===== src/rtl/regfile_mp.sv =====
// regfile_mp: multi-port integer register file with write-to-read bypass,
// synchronous clear and a per-register pending scoreboard.
module regfile_mp #(
    parameter int DATA_WIDTH = 32,
    parameter int DEPTH      = 32,
    parameter int ADDR_WIDTH = 5,
    parameter int NUM_RD     = 3,
    parameter int NUM_WR     = 2,
    parameter int BYPASS     = 1,
    parameter int ZERO_REG   = 1
) (
    input  logic                             clk,
    input  logic                             rst,
    input  logic [NUM_WR-1:0]                we,
    input  logic [NUM_WR*ADDR_WIDTH-1:0]     waddr,
    input  logic [NUM_WR*DATA_WIDTH-1:0]     wdata,
    input  logic [NUM_RD*ADDR_WIDTH-1:0]     raddr,
    output logic [NUM_RD*DATA_WIDTH-1:0]     rdata,
    output logic [NUM_RD-1:0]                rd_busy,
    input  logic                             iss_valid,
    input  logic [ADDR_WIDTH-1:0]            iss_addr,
    output logic                             wr_conflict
);

    logic [DATA_WIDTH-1:0] r_mem [DEPTH];
    logic [DEPTH-1:0]      r_pend;
    logic                  r_conflict;

    logic [ADDR_WIDTH-1:0] w_wa [NUM_WR];
    logic [DATA_WIDTH-1:0] w_wd [NUM_WR];
    logic                  w_wen [NUM_WR];
    logic [ADDR_WIDTH-1:0] w_ra [NUM_RD];
    logic [DATA_WIDTH-1:0] w_rv [NUM_RD];
    logic                  w_collide;
    logic                  w_iss;

    // Unpack write ports; index-0 writes are dropped when r0 is hardwired.
    always_comb begin
        for (int k = 0; k < NUM_WR; k++) begin
            w_wa[k]  = waddr[k*ADDR_WIDTH +: ADDR_WIDTH];
            w_wd[k]  = wdata[k*DATA_WIDTH +: DATA_WIDTH];
            w_wen[k] = we[k] &&
                       !((ZERO_REG != 0) && (w_wa[k] == '0));
        end
        w_iss = iss_valid &&
                !((ZERO_REG != 0) && (iss_addr == '0));
    end

    // Detect two effective writes to the same register this cycle.
    always_comb begin
        w_collide = 1'b0;
        for (int i = 0; i < NUM_WR; i++) begin
            for (int j = i + 1; j < NUM_WR; j++) begin
                if (w_wen[i] && w_wen[j] && (w_wa[i] == w_wa[j]))
                    w_collide = 1'b1;
            end
        end
    end

    // Storage, scoreboard and sticky conflict; later ports override earlier.
    always_ff @(posedge clk) begin
        if (rst) begin
            for (int i = 0; i < DEPTH; i++)
                r_mem[i] <= '0;
            r_pend     <= '0;
            r_conflict <= 1'b0;
        end else begin
            for (int k = 0; k < NUM_WR; k++) begin
                if (w_wen[k]) begin
                    r_mem[w_wa[k]]  <= w_wd[k];
                    r_pend[w_wa[k]] <= 1'b0;
                end
            end
            if (w_iss)
                r_pend[iss_addr] <= 1'b1;
            if (w_collide)
                r_conflict <= 1'b1;
        end
    end

    // Combinational reads with optional forwarding; busy is not bypassed.
    always_comb begin
        rdata   = '0;
        rd_busy = '0;
        for (int j = 0; j < NUM_RD; j++) begin
            w_ra[j] = raddr[j*ADDR_WIDTH +: ADDR_WIDTH];
            w_rv[j] = r_mem[w_ra[j]];
            if (BYPASS != 0) begin
                for (int k = 0; k < NUM_WR; k++) begin
                    if (w_wen[k] && (w_wa[k] == w_ra[j]))
                        w_rv[j] = w_wd[k];
                end
            end
            if (((ZERO_REG != 0) && (w_ra[j] == '0)) || rst)
                w_rv[j] = '0;
            rdata[j*DATA_WIDTH +: DATA_WIDTH] = w_rv[j];
            rd_busy[j] = r_pend[w_ra[j]] && !rst;
        end
    end

    assign wr_conflict = r_conflict;

endmodule


===== config.mk =====
export PLATFORM = sky130hd
export DESIGN_NAME = regfile_mp
export DESIGN_NICKNAME = d
export VERILOG_FILES = /design/src/rtl/regfile_mp.sv
export SDC_FILE = /design/constraint.sdc
export NUM_CORES = 2
export LEC_CHECK = 0
export BUFFER_PORTS_ARGS = -buffer_cell sky130_fd_sc_hd__buf_2
export CAP_MARGIN = 0
export CELL_PAD_IN_SITES_DETAIL_PLACEMENT = 1
export CELL_PAD_IN_SITES_GLOBAL_PLACEMENT = 1
export CORE_MARGIN = 10
export CORE_UTILIZATION = 40
export CTS_CLUSTER_SIZE = 40
export DETAILED_ROUTE_END_ITERATION = 6
export GPL_ROUTABILITY_DRIVEN = 0
export PLACE_DENSITY_LB_ADDON = 0.1
export SYNTH_ARGS = -nofsm -noshare
export SYNTH_HDL_FRONTEND = slang
export SYNTH_SLANG_ARGS = --single-unit

===== constraint.sdc =====
create_clock -name clk -period 2.8 [get_ports clk]
set_clock_uncertainty 0.1 [all_clocks]
set_input_delay 0.56 -clock clk [delete_from_list [all_inputs] [get_ports clk]]
set_output_delay 0.56 -clock clk [all_outputs]
set_load 0.01 [all_outputs]

==> qor.yml <==
finish:
  syn2layout_area_growth_pct: 36.4
  layout_commonest_cell: "mux2i_1"
  fin_nets: 7160
  final_cell_mix: "1036 x mux2i_1, 1024 x edfxtp_1, 992 x a22o_1"
  stdcell_area_um2: 97000
  fin_util_pct: 55.0
  drive_above_1_share_pct: 38.8
clocking:
  cts_sinks: 1057
  clkTransAtPathRegs_ps: 60
  clockRootBuffer: "clkbuf_16"
  cts_tree: "yes"
  clk_latency_ps: 770
  h-tree-depth: 3
  cts_buffer_depth: 3
  cts-buffers-inserted: 120
sta:
  fmaxAchievable_ghz: 0.273
  hold_viol: 0
  setup_slack_ps: -860
  relSlewSlack_pct: -0.919
  finalSetupTns_ps: -59450
  finalCritPeriodShare_pct: 131
  worst_slew_pin_slew_ps: 1510
  finalSetupViolCount: 99
  rsz0062_at_grt: "yes"
  period_needed_ps: 3660
  drv_slew: 10
synth:
  syn_area_per_cell_um2: 11.6
  syn_inst: 6136
  ys_types: 63
  ys_warn_count: 0
  synthFlopType: "edfxtp_1"
  ys_seq_area_share_pct: 44.2
  yosys_register_bits: 1057
  synth_edf_count: 1024
  async_flop_share_pct: 0
  syn-cell-area_um2: 71100
routing:
  ant_nets: 0
  drt-pass1-iter-count: 7
  vias: 71429
  viasPerCell: 7.50
  routedWlPerCell_um: 45.7
  routed_wl_um: 435000
  first_iter_violations: 11647
  drc: 158
setup_path:
  reg2reg_from: "r_pend[30]"
  cp.arrival_ps: 3000
  crit_type: "in2out"
  path_max_fanout: 6
  critical_path_required_ps: 2140
  r2r-end: "r_pend[30]"
  reg2reg_depth: 2
  startpoint: "waddr[3]"
  end_kind: "output pin"
  reg2reg_slack_ps: 1860
  cp-start-kind: "input port"
run_status:
  violations: "DRC, capacitance limit, slew limit, setup timing"
  status: "complete, but fails checks"
die:
  dieWidth_um: 442
  io_pins: 199
  die_h_um: 442
  core_area_um2: 176000
  die_area_um2: 195000
  num_rows: 154
  initial_core_util_pct: 40.3
power:
  leakagePower_nw: 37.3
  finalPower_mw: 46.3
  power_density_nw_per_um2: 477
  peakVddDrop_uv: 504
min_path:
  holdPathEnd: "r_pend[12]"
  hold_class: "in2reg"
  hold_depth: 3
  min_from: "iss_addr[3]"
placement:
  numPortBuffers: 198
  dp_hpwl_um: 287000
  dpl-instance-area_um2: 85600
  place_ws_ps: -1160
global_routing:
  grt_usage_pct: 41.8
  grt_first_pass_wirelength_um: 579000
  antenna_found_initial: 41
  grt_pass1_vias: 69755
  grt_max_degree: 35
  gr-total-overflow: 0
flow_run:
  maxCapViolCount: 1
[worst max-delay path: stages]
cell and delay, ps:
buf_2 110, or3_4 360, o31a_1 310, buf_4 170, nand4_1 100, buf_6 130, buf_12 100, buf_12 150
buf_12 120, nand4_1 330, o221ai_2 290, nand2_1 90, buf_2 150
[flip-flops by register name, summed over array words and instances, names as in the netlist]
| register | cells |
|---|---|
| wr_conflict | 1 |
| r_pend | 32 |
| r_mem | 1024 |
[cell type report]
class                           instances  area, um^2
Tap cell                             2340        2930
Fill cell                           17519       79500
Sequential cell                      1057       31400
Clock inverter                         70         637
Multi-Input combinational cell       4216       40800
Inverter                               29         119
Clock buffer                          149        3130
Timing Repair Buffer                 1637       17900
Antenna cell                           24        60.1
[layer usage]
layer / vias to the layer above / part of all wire (%) / global-route usage [%] / wire [um]
met2: 6249 / 42 / 60.7 / 181000
met4: 48 / 9.5 / 31.2 / 41300
met3: 1913 / 15 / 18.4 / 63600
li1: 26715 / - / - / -
met5: - / 0.26 / 3.32 / 1150
met1: 36504 / 34 / 48.3 / 148000
[how the worst max path moves through the flow]
| stage | end | depth (start not counted) | slack [ps] |
|---|---|---|---|
| after CTS | rdata[85] | 7 | -680 |
| after floorplan | rdata[10] | 9 | -50 |
| final | rdata[81] | 13 | -860 |
| after detailed placement | rdata[37] | 10 | -1160 |
| after global placement | rdata[37] | 10 | -1160 |
| after global routing | rdata[81] | 13 | -890 |
[cells by family after synthesis]
group	count (synthesis)	share of synthesized area, %
mux	1338	23.3
simple gates	891	6.27
xor+xnor	35	0.431
flops	1057	44.2
other cells	1	0.00527
compound gates	1920	20.6
buf+inv	894	5.26
[synthesized netlist by cell type (all sizes together), types with 4 or more instances]
library cell / count / area share (%)
inv: 28 / 0.15
mux2: 10 / 0.16
o2111ai: 33 / 0.41
o221ai: 33 / 0.41
nand2: 286 / 1.5
o311ai: 4 / 0.049
o32ai: 6 / 0.074
edfxtp: 1024 / 43
xnor2: 18 / 0.22
buf: 305 / 2.1
nor2b: 7 / 0.062
nand4: 43 / 0.38
o22ai: 389 / 3.4
a22o: 992 / 12
or3: 36 / 0.32
a22oi: 10 / 0.11
nand3: 22 / 0.16
mux2i: 1078 / 15
nor4: 9 / 0.088
a221oi: 125 / 1.5
a21oi: 44 / 0.31
nand2b: 13 / 0.11
or3b: 4 / 0.049
and4: 64 / 0.79
or4b: 4 / 0.056
clkbuf: 560 / 3.0
nor3b: 6 / 0.084
nand3b: 8 / 0.095
o211ai: 7 / 0.074
or2: 17 / 0.15
xor2: 17 / 0.21
o21ai: 267 / 1.9
mux4: 250 / 7.9
dfxtp: 33 / 0.93
nor3: 117 / 1.0
nor2: 245 / 1.3
[metrics by stage]
step	hold WS [ps]	cells
2_1_floorplan	353	6167
3_3_place_gp	380	9081
3_5_place_dp	391	9081
4_1_cts	36.0	9446
5_1_grt	82.9	9508
6_report	65.2	9522
[report_power, final]
group          leakage, nW  switching, mW  internal (mW)
clock network         1.83           7.18           8.80
logic                 25.4           6.64           4.44
registers             10.1          0.852           18.4
[what timing repair did]
item	4_1_cts	5_1_grt
buffers inserted	157	74
gates cloned	29	7
pin swaps	220	157
hold buffers	2	0
hold endpoints to repair	2	0
endpoints found under the setup margin	99	99
resized for setup	893	295
Note: power is estimated with default switching activity, not from simulation.
